`src/rtl/control_sequencer_if.sv`:
```
// Bundle between the control sequencer and the program-memory / X-Y-Z-ALU datapath.
// The slave side is the sequencer; the master side is whatever drives run/funcao and consumes the controls.
interface control_sequencer_if #(
  parameter int CNT_W = 8
) ();

  // Handshake: there is no backpressure. funcao must be valid on the clock edge
  // that ends the last FETCH cycle; pc_inc is a one-cycle strobe and the PC
  // advances on the edge that ends it. run is sampled only when entering FETCH.
  logic             run;
  logic [3:0]       funcao;
  logic [1:0]       tx;
  logic [1:0]       ty;
  logic [1:0]       tz;
  logic             tula;
  logic             pc_inc;
  logic             halted;
  logic             illegal;
  logic [CNT_W-1:0] retired;

  modport master (
    output run,
    output funcao,
    input  tx,
    input  ty,
    input  tz,
    input  tula,
    input  pc_inc,
    input  halted,
    input  illegal,
    input  retired
  );

  modport slave (
    input  run,
    input  funcao,
    output tx,
    output ty,
    output tz,
    output tula,
    output pc_inc,
    output halted,
    output illegal,
    output retired
  );

endinterface

```
`src/rtl/control_sequencer.sv`:
```
// Multi-cycle control FSM: fetch a function code, drive X/Y/Z/ALU controls for one
// or two execute cycles, pulse the PC advance, and count retired instructions.
module control_sequencer #(
  parameter int FETCH_WAIT = 1,
  parameter int CNT_W      = 8
) (
  input  logic               clk,
  input  logic               rst_n,
  control_sequencer_if.slave bus,
  output logic [2:0]         state_o
);

  if (FETCH_WAIT < 1 || FETCH_WAIT > 7) begin : g_bad_fetch_wait
    $error("control_sequencer: FETCH_WAIT must be in 1..7");
  end

  localparam logic [1:0] REG_HOLD  = 2'b00;
  localparam logic [1:0] REG_LOAD  = 2'b01;
  localparam logic [1:0] REG_CLR   = 2'b10;
  localparam logic [1:0] REG_SHR   = 2'b11;

  localparam logic [3:0] OP_NOP    = 4'b0000;
  localparam logic [3:0] OP_LDX    = 4'b0001;
  localparam logic [3:0] OP_CLR    = 4'b0010;
  localparam logic [3:0] OP_ADD    = 4'b0011;
  localparam logic [3:0] OP_SUB    = 4'b0100;
  localparam logic [3:0] OP_MOVZ   = 4'b0101;
  localparam logic [3:0] OP_SHRY   = 4'b0110;
  localparam logic [3:0] OP_ADDMOV = 4'b0111;
  localparam logic [3:0] OP_HALT   = 4'b1111;

  localparam logic [2:0] WAIT_LAST = 3'(FETCH_WAIT - 1);

  typedef enum logic [2:0] {
    S_IDLE  = 3'd0,
    S_FETCH = 3'd1,
    S_EXEC1 = 3'd2,
    S_EXEC2 = 3'd3,
    S_ADV   = 3'd4,
    S_HALT  = 3'd5
  } state_t;

  typedef struct packed {
    logic [1:0] tx;
    logic [1:0] ty;
    logic [1:0] tz;
    logic       tula;
    logic       illegal;
  } ctrl_t;

  // First-execute-cycle controls for a function code; 1000..1110 decode as NOP + illegal.
  function automatic ctrl_t decode(input logic [3:0] code);
    ctrl_t c;
    c = '0;
    case (code)
      OP_NOP, OP_HALT: ;
      OP_LDX:          c.tx = REG_LOAD;
      OP_CLR: begin
        c.tx = REG_CLR;
        c.ty = REG_CLR;
        c.tz = REG_CLR;
      end
      OP_ADD:          c.ty = REG_LOAD;
      OP_SUB: begin
        c.ty   = REG_LOAD;
        c.tula = 1'b1;
      end
      OP_MOVZ:         c.tz = REG_LOAD;
      OP_SHRY:         c.ty = REG_SHR;
      OP_ADDMOV:       c.ty = REG_LOAD;
      default:         c.illegal = 1'b1;
    endcase
    return c;
  endfunction

  state_t           state_q;
  logic [3:0]       ir_q;
  logic [2:0]       wait_q;
  logic [CNT_W-1:0] retired_q;
  logic [1:0]       tx_q;
  logic [1:0]       ty_q;
  logic [1:0]       tz_q;
  logic             tula_q;
  logic             pc_inc_q;
  logic             halted_q;
  logic             illegal_q;

  ctrl_t            fetch_dec_d;
  logic [CNT_W-1:0] retired_d;

  always_comb begin
    fetch_dec_d = decode(bus.funcao);
    retired_d   = retired_q + CNT_W'(1);
  end

  // Controls are registered on the transition into the cycle that uses them, so
  // funcao only reaches an output through the flop that also latches ir.
  always_ff @(posedge clk or negedge rst_n) begin
    if (!rst_n) begin
      state_q   <= S_IDLE;
      ir_q      <= '0;
      wait_q    <= '0;
      retired_q <= '0;
      tx_q      <= REG_HOLD;
      ty_q      <= REG_HOLD;
      tz_q      <= REG_HOLD;
      tula_q    <= 1'b0;
      pc_inc_q  <= 1'b0;
      halted_q  <= 1'b0;
      illegal_q <= 1'b0;
    end else begin
      tx_q      <= REG_HOLD;
      ty_q      <= REG_HOLD;
      tz_q      <= REG_HOLD;
      tula_q    <= 1'b0;
      pc_inc_q  <= 1'b0;
      illegal_q <= 1'b0;
      case (state_q)
        S_IDLE: begin
          if (bus.run) begin
            state_q <= S_FETCH;
          end
        end
        S_FETCH: begin
          if (wait_q == WAIT_LAST) begin
            wait_q    <= '0;
            ir_q      <= bus.funcao;
            state_q   <= S_EXEC1;
            tx_q      <= fetch_dec_d.tx;
            ty_q      <= fetch_dec_d.ty;
            tz_q      <= fetch_dec_d.tz;
            tula_q    <= fetch_dec_d.tula;
            illegal_q <= fetch_dec_d.illegal;
          end else begin
            wait_q <= wait_q + 3'd1;
          end
        end
        S_EXEC1: begin
          if (ir_q == OP_HALT) begin
            state_q  <= S_HALT;
            halted_q <= 1'b1;
          end else if (ir_q == OP_ADDMOV) begin
            state_q <= S_EXEC2;
            tz_q    <= REG_LOAD;
          end else begin
            state_q   <= S_ADV;
            pc_inc_q  <= 1'b1;
            retired_q <= retired_d;
          end
        end
        S_EXEC2: begin
          state_q   <= S_ADV;
          pc_inc_q  <= 1'b1;
          retired_q <= retired_d;
        end
        // run is only honoured here, so a drop mid-instruction lets it finish.
        S_ADV: begin
          state_q <= bus.run ? S_FETCH : S_IDLE;
        end
        S_HALT: begin
          state_q <= S_HALT;
        end
        default: begin
          state_q <= S_IDLE;
        end
      endcase
    end
  end

  assign bus.tx      = tx_q;
  assign bus.ty      = ty_q;
  assign bus.tz      = tz_q;
  assign bus.tula    = tula_q;
  assign bus.pc_inc  = pc_inc_q;
  assign bus.halted  = halted_q;
  assign bus.illegal = illegal_q;
  assign bus.retired = retired_q;
  assign state_o     = state_q;

endmodule
```
`src/flat_wrapper.sv`:
```
// flat-port wrapper written by rule: the top's interface ports become plain ports
module control_sequencer_flat 
#(
  parameter int FETCH_WAIT = 1,
  parameter int CNT_W      = 8
)
  (clk, rst_n, state_o, bus_run, bus_funcao, bus_tx, bus_ty, bus_tz, bus_tula, bus_pc_inc, bus_halted, bus_illegal, bus_retired);
  control_sequencer_if #(.CNT_W(CNT_W)) bus_i ();
  input  logic clk;
  input  logic rst_n;
  output logic [2:0] state_o;
  input wire logic [$bits(bus_i.run)-1:0] bus_run;
  input wire logic [$bits(bus_i.funcao)-1:0] bus_funcao;
  output wire logic [$bits(bus_i.tx)-1:0] bus_tx;
  output wire logic [$bits(bus_i.ty)-1:0] bus_ty;
  output wire logic [$bits(bus_i.tz)-1:0] bus_tz;
  output wire logic [$bits(bus_i.tula)-1:0] bus_tula;
  output wire logic [$bits(bus_i.pc_inc)-1:0] bus_pc_inc;
  output wire logic [$bits(bus_i.halted)-1:0] bus_halted;
  output wire logic [$bits(bus_i.illegal)-1:0] bus_illegal;
  output wire logic [$bits(bus_i.retired)-1:0] bus_retired;
  assign bus_i.run = bus_run;
  assign bus_i.funcao = bus_funcao;
  assign bus_tx = bus_i.tx;
  assign bus_ty = bus_i.ty;
  assign bus_tz = bus_i.tz;
  assign bus_tula = bus_i.tula;
  assign bus_pc_inc = bus_i.pc_inc;
  assign bus_halted = bus_i.halted;
  assign bus_illegal = bus_i.illegal;
  assign bus_retired = bus_i.retired;
  control_sequencer #(.FETCH_WAIT(FETCH_WAIT), .CNT_W(CNT_W)) u_core (.clk(clk), .rst_n(rst_n), .bus(bus_i), .state_o(state_o));
endmodule
```
`config.mk`:
```
export PLATFORM = sky130hd
export DESIGN_NAME = control_sequencer_flat
export DESIGN_NICKNAME = d
export VERILOG_FILES = /design/src/rtl/control_sequencer_if.sv /design/src/rtl/control_sequencer.sv /design/src/flat_wrapper.sv
export SDC_FILE = /design/constraint.sdc
export NUM_CORES = 1
export LEC_CHECK = 0
export ABC_AREA = 1
export ABC_CLOCK_PERIOD_IN_PS = 1100
export CAP_MARGIN = 25
export CORE_MARGIN = 2
export CORE_UTILIZATION = 45
export DETAILED_ROUTE_END_ITERATION = 16
export GPL_TIMING_DRIVEN = 0
export PLACE_DENSITY = 0.81
export SLEW_MARGIN = 15
export SYNTH_ARGS = -nofsm -noshare
export SYNTH_HDL_FRONTEND = slang
export SYNTH_SLANG_ARGS = --single-unit
export TNS_END_PERCENT = 50
```
`constraint.sdc`:
```
create_clock -name clk -period 1.1 [get_ports clk]
set_input_delay 0.165 -clock clk [delete_from_list [all_inputs] [get_ports clk]]
set_output_delay 0.165 -clock clk [all_outputs]
set_load 0.01 [all_outputs]
```
After elaboration in Yosys (flattened, before gate mapping) --
Cells that the tools add are included.
Word-level totals: register bits 28, bits of input ports 7, output and inout bits 21, word-level logic and storage cells 72
Cells by class: add/sub/neg operators 2, equal/unequal tests 19, multiplexer cells 30, reduce and logical (&&, ||, !) cells 10
Operator list (number):
- $eq A4 B3 Y1 const B | 5
- $pmux W3 S6 | 1
- $mux W8 | 2
- $pmux W8 S2 | 1
- $mux W3 | 5
- $mux W2 | 6
- $pmux W2 S2 | 3
- $mux W1 | 10
- $reduce_or A9 Y1 | 1
- $add A8 B1 Y8 const B | 1
- $eq A4 B2 Y1 const B | 2
- $eq A4 B4 Y1 const B | 2
- $eq A3 B2 Y1 const B | 2
- $eq A3 B3 Y1 const B | 2
- $logic_not A3 Y1 | 2
- $ne A2 B2 Y1 const B | 3
- $pmux W2 S3 | 1
- $reduce_and A2 Y1 | 3
- $eq A4 B1 Y1 const B | 1
- $logic_not A4 Y1 | 1
- $add A3 B1 Y3 const B | 1
- $eq A3 B1 Y1 const B | 1
- $reduce_and A3 Y1 | 1
- $reduce_or A3 Y1 | 1
- 3 further kinds | 3

Logic depth before layout (Yosys ltp) --
depth in word-level cells 5, gate-level depth with buffers 8, mapped depth without buffers 8

Worst setup path before layout --
OpenSTA, ideal clock, no wires.
path kind register to register, start register u_core.state_q[2] (netlist: u_core.state_o[2]), end register u_core.retired_q[0] (netlist: u_core.bus.retired[0]), library setup time 0.066 ns, data arrival time 1.123 ns, required time 1.034 ns, path slack -0.088 ns, stages on the path, launching flop included 8, period minus slack after synthesis 1.188 ns, cell sequence dfrtp_1 > inv_2 > nand2_1 > nor2_2 > nand3_4 > nand2_4 > nand2_1 > nand2_1
Between the ends: word-level cells in the longest chain between the ends 3, elaborated cells on any way between the ends 7
RTL lines:
- start, declared | RTL line control_sequencer.sv:76 | state_t state_q;
- start signal, assigned | RTL line control_sequencer.sv:158 | state_q <= bus.run ? S_FETCH : S_IDLE;
- $eq A3 B2 Y1 | RTL line control_sequencer.sv:118 | case (state_q)
- $ne A2 B2 Y1 (no source line) or $reduce_bool A2 Y1 (tied branches)
- $reduce_and A3 Y1 (no source line)
- end signal, assigned | RTL line control_sequencer.sv:148 | retired_q <= retired_d;
- end signal, assigned | RTL line control_sequencer.sv:154 | retired_q <= retired_d;
- end, declared | RTL line control_sequencer.sv:79 | logic [CNT_W-1:0] retired_q;
Several ways; a longest one is shown, not always the timed one. A chain may end at the register's enable or synchronous reset.

Worst setup path in the final report --
start register u_core.wait_q[0], end register u_core.ir_q[2]
Between the ends: word-level cells in the longest chain between the ends 2
RTL lines:
- start, declared | RTL line control_sequencer.sv:78 | logic [2:0] wait_q;
- start signal, assigned | RTL line control_sequencer.sv:135 | wait_q <= wait_q + 3'd1;
- $logic_not A3 Y1 | RTL line control_sequencer.sv:125 | if (wait_q == WAIT_LAST) begin
- $reduce_and A2 Y1 (no source line)
- end signal, assigned | RTL line control_sequencer.sv:127 | ir_q <= bus.funcao;
- end, declared | RTL line control_sequencer.sv:77 | logic [3:0] ir_q;
No other way between the ends.

==> impl_results.md <==
* Post-Syn Instances at 172
* Reg-to-Reg Start: u_core.wait_q[0]
* Clk sinks at 28
* Post-DR wirelength/cell at 12.73 um
* Final hold viol count at 0
* Number of synthesized register bits at 28
* Initial Util at 0.4639
* DP HPWL at 1928 um
* Minimum clock period at 1335 ps
* Pwr dens at 2282 nW/um2
* Tcrit/Tclk final at 1.214
* Final GP Congestion at 0.8228
* CP required at 1370 ps
* Inserted Diodes at 0
* Die X at 59.41 um
* Grt total ovfl at 0
* Worst setup margin at -235.0 ps
* CTS tree: built
* Post-place setup slack at -175.9 ps
* # rows at 20
* Most common cell after layout, fill and taps aside: nand2_1
* First-pass GRT wire length at 5388 um
* Largest net degree at the start of global routing at 29
* CORE AREA at about 3000 um2
* Detailed Routing Iterations Pass 1 at 4
* Post-layout instance area at roughly 2000 um2
* Chip height at just under 60 um
* Hold_ws at 350.4 ps
* H-Tree Depth at 1
* Post-route ant nets at 0
* CP arrival at 1600 ps
* Share of cells above drive strength 1 at 0.4113
* Leak pwr at 1.127 nW
* Total Routing Usage GR at 0.2008
* VDD IR max at approximately 0.94 mV
* Synth Warn # at 0
* Setup_tns at -4264 ps
* Crit path launch type: register
* Max Fclk at 749.1 MHz
* Worst R2R Setup Slack at -240 ps
* Clock skew at 7.099 ps
* Initial antenna violation count at 0
* Status: complete, but fails checks
* Netlist Area Pre-Place at 1381 um2
* Worst Hold Class: in -> async
* Clock Tree Buf Depth at 2
* Fin nets at 242
* Area Overhead vs Synth at 46.56%
* Element type at the critical path end: register
* Clock latency on the worst-skew pair at 340 ps
* FF-to-FF path depth at 7
* Setup violators final at 29
* Reg area at between 700 and 800 um2
* Final Max Slew Viols at 0
* Measured slew at the worst slew-check pin at 627.1 ps
* Port bufs at 27
* Crit path max fanout at 5
* Placed inst area at ~1700 um2
* FF-to-FF End: u_core.ir_q[2]
* Distinct cells, synth at 21
* Drt via density at about 5.1
* Failing checks: negative setup slack
* Post-route DRC violation count at 0
* Syn Nets at 182
* RSZ-0062 raised after global routing: true
* Post-Synthesis Mean Instance Area at about 8 um2
* Fin util at 0.6798
* Total CTS buffers at 3
* Worst Setup Path Type: reg -> reg
* Total wire length at 3361 um
* Area taken by multi-input logic gates at between 700 and 800 um2
* Critical Path Start: u_core.wait_q[0]
* Most frequent cells in the layout: nand2_1 (43), dfrtp_1 (24), inv_1 (21), buf_4 (21), buf_2 (20)
* Fill cells at 246
* Initial DRC Count at 73
* Sequential area share after synthesis at 0.5072
* Clk pin slew, worst setup/hold paths at 160 ps
* Root cell of the clock tree: clkbuf_4
* Vias at roughly 1300
* Maxcap violations at 0
* Top Ports at 28
* Slew Limit Headroom at 0.5820
* Die ar. at 3529 um2
* Vias in the first global route at approximately 1200
==> flip-flops by register name, indices dropped and copies added, names as in the netlist <==
name                cells
u_core.bus.tx           2
u_core.bus.retired      8
u_core.bus.tz           2
u_core.wait_q           3
u_core.bus.halted       1
u_core.state_o          3
u_core.bus.pc_inc       1
u_core.bus.ty           2
u_core.bus.illegal      1
u_core.bus.tula         1
u_core.ir_q             4
==> stage by stage <==
| stage | power, W | std cells |
|---|---|---|
| 3_5_place_dp | 0.003195 | 232 |
| 2_1_floorplan | 0.002563 | 172 |
| 4_1_cts | 0.004218 | 256 |
| 5_1_grt | 0.004954 | 264 |
| 3_3_place_gp | 0.003139 | 232 |
| 6_report | 0.004619 | 264 |
==> cells by family after synthesis <==
| kind of cell | after synthesis | share of synthesized area |
|---|---|---|
| buf+inv | 27 | 0.07336 |
| compound gates | 10 | 0.03623 |
| xor+xnor | 3 | 0.01903 |
| flops | 28 | 0.5072 |
| simple gates | 101 | 0.3370 |
| fa+ha+maj | 3 | 0.02718 |
==> repair_timing <==
| action | in CTS | in global routing |
|---|---|---|
| endpoints found under the setup margin | 46 | 34 |
| hold buffers | 1 | 0 |
| cloned | 2 | 0 |
| buffers inserted | 17 | 8 |
| resized for setup | 98 | 30 |
| pin swaps | 8 | 11 |
| endpoints found under the hold margin | 28 | 0 |
==> metal layers <==
metal | vias to the layer above | share of wire | global-route usage
li1 | 664 | - | -
met1 | 634 | 0.40 | 0.2577
met2 | 37 | 0.54 | 0.3407
met3 | 9 | 0.039 | 0.02838
met4 | 0 | 0.022 | 0.07792
met5 | - | 0 | 0
==> where the power goes <==
group	switching (W)	total, W	internal [W]	leakage [nW]
sequential	0.000136	0.00143	0.00129	0.368
clock	0.000313	0.000682	0.000369	0.0279
combinational	0.00145	0.00251	0.00106	0.731
total	0.00190	0.00462	0.00272	1.13
==> cell usage after synthesis <==
master / n / area, um2
inv_2: 4 / 15.01
xor2_1: 2 / 17.52
a21oi_1: 4 / 20.02
inv_1: 22 / 82.58
nor3_1: 2 / 10.01
nand2_4: 1 / 11.26
dfrtp_1: 28 / 700.7
nand4_1: 2 / 12.51
ha_1: 3 / 37.54
nor2_2: 1 / 6.260
clkinv_1: 1 / 3.750
nand2_1: 58 / 217.7
nand3_1: 20 / 100.1
nor2_4: 1 / 11.26
nand3b_1: 1 / 7.510
nor2_1: 11 / 41.29
nor3_2: 3 / 30.03
o21ai_0: 1 / 5.000
nand3_4: 1 / 17.52
xnor2_1: 1 / 8.760
o21ai_1: 5 / 25.02
==> worst max path at each step <==
stage / end / slack [ps] / cells past startpoint
detailed placement: u_core.bus.tz[0] / -180 / 5
global placement: u_core.state_o[0] / -660 / 1
finish: u_core.ir_q[2] / -240 / 7
floorplan: u_core.ir_q[0] / -50 / 7
global route: u_core.ir_q[2] / -320 / 7
CTS: u_core.bus.retired[4] / -210 / 8
==> area by class of cell <==
class	instances	area share
clock buffer	3	0.01112
timing repair buffer	53	0.1904
multi-input combinational	119	0.3597
tap	33	0.02040
inverter	27	0.05501
sequential	28	0.3486
clock inverter	1	0.01483
==> worst max-delay path, stage by stage, from the launching register on <==
cell     delay, ps
dfrtp_1        430
inv_1           60
ha_1           160
nand2_2         90
nor2_4         240
buf_4          160
nand2_1         40
o21ai_1         90
No activity file was read; power rests on OpenSTA's default activity.
